**src/rtl/song_recorder_pkg.sv**
```systemverilog
// ============================================================================
// Module  : song_recorder_pkg
// Purpose : Shared song constants: map sizes, recorder state encoding, lanes.
// Rev     : 1.0  initial release
// ============================================================================
`default_nettype none

package song_recorder_pkg;

    localparam int NUM_BEATS_DEF = 100;
    localparam int LEAD_IN_DEF   = 10;
    localparam int COUNT_W_DEF   = 8;

    typedef logic [1:0] state_t;
    localparam logic [1:0] ST_IDLE    = 2'd0;
    localparam logic [1:0] ST_LEAD_IN = 2'd1;
    localparam logic [1:0] ST_RECORD  = 2'd2;
    localparam logic [1:0] ST_DONE    = 2'd3;

    localparam int RED       = 0;
    localparam int YELLOW    = 1;
    localparam int BLUE      = 2;
    localparam int NUM_LANES = 3;

    function automatic logic [1:0] lane_count(input logic [NUM_LANES-1:0] lanes);
        return {1'b0, lanes[RED]} + {1'b0, lanes[YELLOW]} + {1'b0, lanes[BLUE]};
    endfunction

endpackage

`default_nettype wire

```
**src/rtl/song_recorder_if.sv**
```systemverilog
// ============================================================================
// Module  : song_recorder_if
// Purpose : Control, key and note-map bundle between the recorder and its users.
// Rev     : 1.0  initial release
// ============================================================================
`default_nettype none

interface song_recorder_if #(
    parameter int NUM_BEATS = song_recorder_pkg::NUM_BEATS_DEF,
    parameter int COUNT_W   = song_recorder_pkg::COUNT_W_DEF
);
    logic                 start;
    logic                 stop;
    logic                 beat_tick;
    logic                 key_red;
    logic                 key_blue;
    logic                 key_yellow;
    logic [NUM_BEATS-1:0] output_red;
    logic [NUM_BEATS-1:0] output_blue;
    logic [NUM_BEATS-1:0] output_yellow;
    logic [COUNT_W-1:0]   output_total_notes;
    logic                 busy;
    logic                 done;

    modport master (
        output start, stop, beat_tick, key_red, key_blue, key_yellow,
        input  output_red, output_blue, output_yellow, output_total_notes, busy, done
    );

    modport slave (
        input  start, stop, beat_tick, key_red, key_blue, key_yellow,
        output output_red, output_blue, output_yellow, output_total_notes, busy, done
    );
endinterface

`default_nettype wire

```
**src/rtl/song_recorder_key_edge_latch.sv**
```systemverilog
// ============================================================================
// Module  : key_edge_latch
// Purpose : Per-lane key rising-edge detector with a clearable note latch.
// Rev     : 1.0  initial release
// ============================================================================
`default_nettype none

module key_edge_latch (
    input  wire logic clock,
    input  wire logic reset,
    input  wire logic key,
    input  wire logic arm,
    input  wire logic clear,
    output logic      hit
);
    logic key_prev;
    logic latched;
    logic rise;

    assign rise = key & ~key_prev;
    // A press landing in the same cycle as the beat tick still belongs to that beat.
    assign hit  = latched | (arm & rise);

    always_ff @(posedge clock) begin
        if (reset) begin
            key_prev <= 1'b0;
            latched  <= 1'b0;
        end else begin
            key_prev <= key;
            if (clear) begin
                latched <= 1'b0;
            end else if (arm && rise) begin
                latched <= 1'b1;
            end
        end
    end
endmodule

`default_nettype wire

```
**src/rtl/song_recorder.sv**
```systemverilog
// ============================================================================
// Module  : song_recorder
// Purpose : Records red/blue/yellow key presses into loader-format note maps.
//           SONG_RECORDER_SINGLE_LANE_EN limits each beat to one lane.
// Rev     : 1.0  initial release
// ============================================================================
`default_nettype none

module song_recorder
    import song_recorder_pkg::*;
#(
    parameter int NUM_BEATS = NUM_BEATS_DEF,
    parameter int LEAD_IN   = LEAD_IN_DEF,
    parameter int COUNT_W   = COUNT_W_DEF
) (
    input  wire logic      clock,
    input  wire logic      reset,
    song_recorder_if.slave bus
);
    localparam int IDX_W = $clog2(NUM_BEATS + 1);

    state_t               state;
    logic [IDX_W-1:0]     beat_idx;
    logic [NUM_BEATS-1:0] red_map;
    logic [NUM_BEATS-1:0] blue_map;
    logic [NUM_BEATS-1:0] yellow_map;
    logic [COUNT_W-1:0]   total;

    logic                 in_record;
    logic                 latch_clear;
    logic [NUM_LANES-1:0] keys;
    logic [NUM_LANES-1:0] hits;
    logic [NUM_LANES-1:0] lanes;
    logic [COUNT_W:0]     sum;
    logic [COUNT_W-1:0]   total_next;
    logic [IDX_W-1:0]     slot;
    logic                 last_beat;
    logic                 last_lead;

    assign in_record   = (state == ST_RECORD);
    assign latch_clear = ~in_record | bus.beat_tick | bus.stop;

    assign keys[RED]    = bus.key_red;
    assign keys[YELLOW] = bus.key_yellow;
    assign keys[BLUE]   = bus.key_blue;

    generate
        for (genvar g = 0; g < NUM_LANES; g++) begin : g_lane
            key_edge_latch u_latch (
                .clock (clock),
                .reset (reset),
                .key   (keys[g]),
                .arm   (in_record),
                .clear (latch_clear),
                .hit   (hits[g])
            );
        end
    endgenerate

`ifdef SONG_RECORDER_SINGLE_LANE_EN
    always_comb begin
        lanes = '0;
        if (hits[RED]) begin
            lanes[RED] = 1'b1;
        end else if (hits[YELLOW]) begin
            lanes[YELLOW] = 1'b1;
        end else if (hits[BLUE]) begin
            lanes[BLUE] = 1'b1;
        end
    end
`else
    always_comb begin
        lanes = hits;
    end
`endif

    assign sum        = {1'b0, total} + (COUNT_W+1)'(lane_count(lanes));
    assign total_next = sum[COUNT_W] ? {COUNT_W{1'b1}} : sum[COUNT_W-1:0];

    // Beat 0 lives in the MSB so the map matches the song loader layout.
    assign slot      = IDX_W'(NUM_BEATS - 1) - beat_idx;
    assign last_beat = (beat_idx == IDX_W'(NUM_BEATS - 1));
    assign last_lead = (beat_idx == IDX_W'(LEAD_IN - 1));

    always_ff @(posedge clock) begin
        if (reset) begin
            state      <= ST_IDLE;
            beat_idx   <= '0;
            red_map    <= '0;
            blue_map   <= '0;
            yellow_map <= '0;
            total      <= '0;
        end else begin
            case (state)
                ST_IDLE, ST_DONE: begin
                    if (bus.start) begin
                        state      <= ST_LEAD_IN;
                        beat_idx   <= '0;
                        red_map    <= '0;
                        blue_map   <= '0;
                        yellow_map <= '0;
                        total      <= '0;
                    end
                end
                ST_LEAD_IN: begin
                    if (bus.stop) begin
                        state <= ST_DONE;
                    end else if (bus.beat_tick) begin
                        beat_idx <= beat_idx + IDX_W'(1);
                        if (last_lead) begin
                            state <= ST_RECORD;
                        end
                    end
                end
                ST_RECORD: begin
                    if (bus.beat_tick) begin
                        red_map[slot]    <= lanes[RED];
                        yellow_map[slot] <= lanes[YELLOW];
                        blue_map[slot]   <= lanes[BLUE];
                        total            <= total_next;
                        beat_idx         <= beat_idx + IDX_W'(1);
                        if (last_beat || bus.stop) begin
                            state <= ST_DONE;
                        end
                    end else if (bus.stop) begin
                        state <= ST_DONE;
                    end
                end
                default: state <= ST_IDLE;
            endcase
        end
    end

    assign bus.output_red         = red_map;
    assign bus.output_blue        = blue_map;
    assign bus.output_yellow      = yellow_map;
    assign bus.output_total_notes = total;
    assign bus.busy               = (state == ST_LEAD_IN) || (state == ST_RECORD);
    assign bus.done               = (state == ST_DONE);
endmodule

`default_nettype wire

```
**src/flat_wrapper.sv**
```systemverilog
// flat-port wrapper written by rule: the top's interface ports become plain ports
module song_recorder_flat import song_recorder_pkg::*;
#(
    parameter int NUM_BEATS = NUM_BEATS_DEF,
    parameter int LEAD_IN   = LEAD_IN_DEF,
    parameter int COUNT_W   = COUNT_W_DEF
)
  (clock, reset, bus_start, bus_stop, bus_beat_tick, bus_key_red, bus_key_blue, bus_key_yellow, bus_output_red, bus_output_blue, bus_output_yellow, bus_output_total_notes, bus_busy, bus_done);
  song_recorder_if #(.NUM_BEATS(NUM_BEATS), .COUNT_W(COUNT_W)) bus_i ();
  input  wire logic clock;
  input  wire logic reset;
  input wire logic [$bits(bus_i.start)-1:0] bus_start;
  input wire logic [$bits(bus_i.stop)-1:0] bus_stop;
  input wire logic [$bits(bus_i.beat_tick)-1:0] bus_beat_tick;
  input wire logic [$bits(bus_i.key_red)-1:0] bus_key_red;
  input wire logic [$bits(bus_i.key_blue)-1:0] bus_key_blue;
  input wire logic [$bits(bus_i.key_yellow)-1:0] bus_key_yellow;
  output wire logic [$bits(bus_i.output_red)-1:0] bus_output_red;
  output wire logic [$bits(bus_i.output_blue)-1:0] bus_output_blue;
  output wire logic [$bits(bus_i.output_yellow)-1:0] bus_output_yellow;
  output wire logic [$bits(bus_i.output_total_notes)-1:0] bus_output_total_notes;
  output wire logic [$bits(bus_i.busy)-1:0] bus_busy;
  output wire logic [$bits(bus_i.done)-1:0] bus_done;
  assign bus_i.start = bus_start;
  assign bus_i.stop = bus_stop;
  assign bus_i.beat_tick = bus_beat_tick;
  assign bus_i.key_red = bus_key_red;
  assign bus_i.key_blue = bus_key_blue;
  assign bus_i.key_yellow = bus_key_yellow;
  assign bus_output_red = bus_i.output_red;
  assign bus_output_blue = bus_i.output_blue;
  assign bus_output_yellow = bus_i.output_yellow;
  assign bus_output_total_notes = bus_i.output_total_notes;
  assign bus_busy = bus_i.busy;
  assign bus_done = bus_i.done;
  song_recorder #(.NUM_BEATS(NUM_BEATS), .LEAD_IN(LEAD_IN), .COUNT_W(COUNT_W)) u_core (.clock(clock), .reset(reset), .bus(bus_i));
endmodule
```
**config.mk**
```make
export PLATFORM = sky130hd
export DESIGN_NAME = song_recorder_flat
export DESIGN_NICKNAME = d
export VERILOG_FILES = /design/src/rtl/song_recorder_pkg.sv /design/src/rtl/song_recorder_if.sv /design/src/rtl/song_recorder_key_edge_latch.sv /design/src/rtl/song_recorder.sv /design/src/flat_wrapper.sv
export SDC_FILE = /design/constraint.sdc
export NUM_CORES = 1
export LEC_CHECK = 0
export CAP_MARGIN = 20
export CORE_MARGIN = 1
export CORE_UTILIZATION = 54
export CTS_CLUSTER_SIZE = 24
export DETAILED_ROUTE_END_ITERATION = 8
export GPL_TIMING_DRIVEN = 0
export PLACE_DENSITY = 0.92
export SYNTH_ARGS = -nofsm -noshare
export SYNTH_HDL_FRONTEND = slang
export SYNTH_HIERARCHICAL = 1
export SYNTH_SLANG_ARGS = --single-unit
export TNS_END_PERCENT = 50
```
**constraint.sdc**
```tcl
create_clock -name clock -period 9.7 [get_ports clock]
set_clock_uncertainty 0.2 [all_clocks]
set_input_delay 1.94 -clock clock [delete_from_list [all_inputs] [get_ports clock]]
set_output_delay 1.94 -clock clock [all_outputs]
set_load 0.01 [all_outputs]
```
[Word-level counts from Yosys, hierarchy flattened]
Cells that the tools add are included.
Operators by class
  order comparisons: 2
  $add $sub $neg: 5
  muxes and demuxes: 28
  reduce and logical (&&, ||, !) cells: 13
  eq/ne operators: 12
  bitwise logic cells: 15
Operator list (number)
  $pmux W100 S2: 3
  $mux W100: 4
  $bwmux W100: 3
  $mux W8: 3
  $mux W7: 3
  $pmux W7 S3: 1
  $pmux W8 S2: 1
  $mux W2: 7
  $add A8 B2 Y9: 1
  $lt A7 B8 Y1 const B: 1
  $add A7 B1 Y7 const B: 1
  $demux W1 S7: 1
  $eq A7 B4 Y1 const B: 1
  $eq A7 B7 Y1 const B: 1
  $ge A7 B1 Y1 const B: 1
  $sub A7 B7 Y7 const A: 1
  $and A1 B1 Y1: 6
  $ne A2 B2 Y1 const B: 3
  $ne A3 B2 Y1 const B: 2
  $ne A3 B3 Y1 const B: 2
  $pmux W2 S3: 1
  $or A1 B1 Y1: 5
  $reduce_and A5 Y1: 1
  $eq A2 B2 Y1 const B: 2
  other kinds (12): 20
Word-level totals
  logic and storage cells: 87
  output and inout bits: 310
  input port bits: 8
  register bits after elaboration: 323

[Depth between registers and ports, before layout]
  depth after elaboration: 10
  mapped depth: 13
  depth with buffers taken out: 12

[Modules after synthesis]
Netlist, hierarchy kept.
By module, submodules not included
  song_recorder: cells an instance 1473, seq. area each 6346.1 sq um, times used 1, area an instance 12928.6 sq um
  key_edge_latch: cells an instance 7, seq. area each 40.0 sq um, times used 3, area an instance 86.3 sq um

[Least setup slack after synthesis]
OpenSTA, ideal clock, no wires.
  path type: input -> register
  from: input port bus_key_red
  to: register u_core.total[7] (netlist: u_core/bus.output_total_notes[7])
  buffers on the path: 0
  setup time: 0.135 ns
  setup slack: 5.703 ns
  stages on the path: 9
  required time: 9.365 ns
  data arrival time: 3.662 ns
  path through: nand3b_4 > nand2_1 > fa_1 > ha_1 > fa_1 > nand4_1 > nor2_1 > o31ai_1 > a211oi_1
On the way
  word-level cells in the longest chain between the ends: 9
Ends and longest elaborated chain
  start: declaration: line flat_wrapper.sv:15  | input wire logic [$bits(bus_i.key_red)-1:0] bus_key_red;
  $and A1 B1 Y1: line song_recorder_key_edge_latch.sv:20  | assign rise = key & ~key_prev;
  $and A1 B1 Y1: line song_recorder_key_edge_latch.sv:22  | assign hit = latched | (arm & rise);
  $or A1 B1 Y1: line song_recorder_key_edge_latch.sv:22
  net u_core.hits[0]: line song_recorder.sv:32  | logic [NUM_LANES-1:0] hits;
  $add A1 B1 Y2: line song_recorder_pkg.sv:26  | return {1'b0, lanes[RED]} + {1'b0, lanes[YELLOW]} + {1'b0, lanes[BLUE]};
  $add A2 B1 Y2: line song_recorder_pkg.sv:26
  $add A8 B2 Y9: line song_recorder.sv:77  | assign sum = {1'b0, total} + (COUNT_W+1)'(lane_count(lanes));
  $mux W8: line song_recorder.sv:78  | assign total_next = sum[COUNT_W] ? {COUNT_W{1'b1}} : sum[COUNT_W-1:0];
  $mux W8: line song_recorder.sv:116  | if (bus.beat_tick) begin
  $pmux W8 S2: line song_recorder.sv:94  | case (state)
  end signal: assignment: line song_recorder.sv:120  | total <= total_next;
  end: declaration: line song_recorder.sv:27  | logic [COUNT_W-1:0] total;
The timed path passes the listed nets, and every way through them passes these cells. The select of a mux whose other input is x is not followed.
A chain may end at the register's enable or synchronous reset.

[Final worst setup path]
  from: input port bus_start
  to: register u_core.red_map[42] (netlist: u_core/bus.output_red[42])
On the way
  word-level cells in the longest chain between the ends: 2
Ends and longest elaborated chain
  start: declaration: line flat_wrapper.sv:12  | input wire logic [$bits(bus_i.start)-1:0] bus_start;
  $ne A2 B2 Y1 (no source line)
  $reduce_and A3 Y1 (no source line)
  end signal: indexed assignment: line song_recorder.sv:117  | red_map[slot] <= lanes[RED];
  end: declaration: line song_recorder.sv:24  | logic [NUM_BEATS-1:0] red_map;
No other way between the ends.

==> flow_summary.ini <==
[run_status]
status = finished clean

[yosys]
synth_flop_cell = dfxtp_1
ys_ff_latch = 323
syn-num-nets = 1514
synth.cell_area_um2 = 13200
synth_fa_ha_area_share_pct = 1.25
synth_top_family_by_area = compound AO/OA/AOI/OAI gates
synth_top_area_share_pct = 49.0
synth_mux_area_share_pct = 0.161
yosysWarnings = 6
synth_compound_area_share_pct = 26.3
synth_area_leader_cell = dfxtp_1
synth-edff-count = 0
avgSynthCellArea_um2 = 8.83
async_flop_share_pct = 0
synth-xor-area-share_pct = 0.190
yosysSeqAreaShare_pct = 49.0
ys_types = 66
post_synth_and_or_nand_nor_area_fraction_pct = 17.8
synthTopCellsByArea = dfxtp_1 (49%), a32oi_1 (6.4%), nand2_1 (5.7%)
syn_inst = 1494

[placement]
dpl.hpwl_um = 37500
port_buffers = 317
preCtsSetupSlack_ns = 4.60
gp_congestion = 0.970
placed_cell_area_um2 = 16800

[cells_and_area]
num-fill-cells = 1658
register_area_um2 = 6470
nNetsFinal = 1867
finalInstanceArea_um2 = 18000
synthToLayoutAreaGrowth_pct = 36.4
finish.utilization_pct = 76.0
layout-drive-gt1-share_pct = 8.39
n_antenna_cell = 0
multi_input_area_um2 = 6030

[timing]
tns_ns = 0
finalWorstSetupSlack_ns = 4.85
worst_hold_slack_ns = 0.259
period_needed_ns = 4.85
slew_viol_final = 0
period_share_pct = 50.0
worst_pin_slew_ns = 0.873
finalHoldViolCount = 0
finalSetupViolations = 0
rsz0062_at_grt = false
slew_headroom_pct = 41.3
clock.fmax_ghz = 0.206

[detailed_routing]
via_count = 14654
wire_per_inst_um = 24.1
drc = 0
vias_per_cell = 6.69
firstDrtPassIters = 9
postRouteAntennaNets = 0
drt_iter0_markers = 1956
totalWireLength_um = 52900

[grt]
grt_overflow = 0
antenna_found_initial = 0
track_usage_pct = 41.3
grt_pass1_wl_um = 78800
grt_max_degree = 16
grt_pass1_vias = 14214

[setup_path]
r2r-end = u_core/bus.output_red[42]
r2r_setup_slack_ns = 5.89
arrival_ns = 5.06
cp_max_fo = 10
path_class = primary input to flip-flop
worstReg2RegStart = u_core/state[0]
reg2regPathDepth = 8
cp-end-kind = flip-flop
crit_required_ns = 9.91
worstSetupStartpointType = primary input

[clock_network]
cts_sinks = 323
clock_latency_ns = 0.51
cts-root-buf = clkbuf_16
clkTransAtPathRegs_ns = 0.06
cts_buffers = 34
cts_buffer_depth = 3
cts_hold_buf = 0
cts_htree_levels = 2
cts_setup_buffers = 0
ctsResizeCount = 0
cts_tree = yes

[floorplanning]
start_util_pct = 55.7
core_area_um2 = 23700
die_area_um2 = 25100
io_pins = 318
die_w_um = 158
chipHeight_um = 158
rows = 56

[power]
vdd_ir_drop_max_mv = 0.124
leakagePower_nw = 6.03
powerDensity_nw_per_um2 = 201

[worst_hold_path]
worstHoldPathCells = 2
hold_path_class = flip-flop to flip-flop
hold_start = u_core/bus.output_red[39]
hold_end = u_core/bus.output_red[39]

[job]
drv_cap = 0
layout by cell type, fill, tap and decap left out, types with 7 or more instances in the layout:
cell and count:
nand2_1 202, nor3_1 52, inv_1 24, o2bb2ai_1 12
ha_1 10, o21ai_0 38, o211ai_1 81, clkbuf_8 9
nor2b_1 11, buf_2 48, nand3_1 10, clkbuf_1 74
nor2_1 158, dfxtp_1 323, or3_1 9, a21oi_1 91
a32oi_1 96, nor3_2 7, clkbuf_16 37, a22o_1 31
nand2b_1 14, a21o_1 8, clkdlybuf4s50_1 317, o22ai_1 96
cells by family (layout without fill, tap and decap cells):
kind of cell,after synthesis,after routing
compound gates,490,490
xor+xnor,2,2
fa+ha+maj,12,12
buf+inv,155,532
flops,323,323
mux,2,2
simple gates,510,510
through the flow:
step / power, mW / cells
finish: 3.61 / 2190
global route: 3.70 / 2190
CTS: 3.55 / 2190
detailed placement: 2.17 / 2130
global placement: 2.15 / 2130
floorplan: 1.89 / 1494
metal layers:
| metal | share of wire [%] | global-route usage (%) | vias to the layer above |
|---|---|---|---|
| met2 | 45 | 64.9 | 1378 |
| met1 | 35 | 49.1 | 6765 |
| met4 | 6.8 | 28.5 | 0 |
| met3 | 14 | 11.2 | 336 |
| met5 | 0 | 0 | - |
| li1 | - | - | 6175 |
synth_stat cells, drive strengths merged (2+ instances only):
library cell,number
nor3,60
or3,10
o2bb2ai,12
o211ai,81
nand4,5
nand3,10
and4,2
nand2b,14
nor4,2
and3,3
or2,8
o31a,2
nor2b,11
fa,2
a21o,8
or4,2
nor2,160
a211oi,7
a22o,31
nand2,207
or3b,3
a32oi,96
and4b,2
nand3b,8
ha,10
inv,24
dfxtp,323
o21a,5
a211o,2
buf,60
a21oi,95
o22ai,96
a41oi,3
o21ai,45
a2bb2o,3
clkbuf,71
final cells by class:
cell class	count	area share [%]
Buffer	131	3.32
Clock buffer	49	5.90
Clock inverter	11	0.932
Inverter	24	0.501
Multi-Input combinational cell	1016	33.5
Sequential cell	323	35.9
Tap cell	319	2.22
Timing Repair Buffer	317	17.6
sequential cells by signal (all words and copies together) (netlist names):
signal	count
u_core/g_lane.u_latch/latched	3
u_core/state	2
u_core/bus.output_yellow	100
u_core/bus.output_red	100
u_core/bus.output_total_notes	8
u_core/beat_idx	7
u_core/g_lane.u_latch/key_prev	3
u_core/bus.output_blue	100
how the worst max path moves through the flow:
| stage | startpoint | to | slack, ns | cells past startpoint |
|---|---|---|---|---|
| after floorplan | bus_key_red | u_core/bus.output_total_notes[7] | 5.70 | 9 |
| after global placement | bus_start | u_core/bus.output_red[46] | 4.63 | 8 |
| after detailed placement | bus_start | u_core/bus.output_red[45] | 4.60 | 8 |
| after CTS | bus_start | u_core/bus.output_red[42] | 5.08 | 8 |
| after global routing | bus_start | u_core/bus.output_red[42] | 4.80 | 8 |
| final | bus_start | u_core/bus.output_red[42] | 4.85 | 8 |
power breakdown:
group | switching [mW] | leakage, nW | total [mW] | internal (mW)
Combinational | 0.686 | 2.82 | 0.862 | 0.176
Clock | 0.536 | 0.607 | 1.41 | 0.870
Sequential | 0.00591 | 2.60 | 1.34 | 1.33
Total | 1.23 | 6.03 | 3.61 | 2.38
critical path: stages:
cell and delay (ns):
clkdlybuf4s50_1 0.55, nand2b_1 0.12, buf_2 0.18, nand4_1 0.47, nor2_1 0.36, clkbuf_1 0.61, nand2_1 0.48, o22ai_1 0.34
Power figures use the tool's default switching activity.
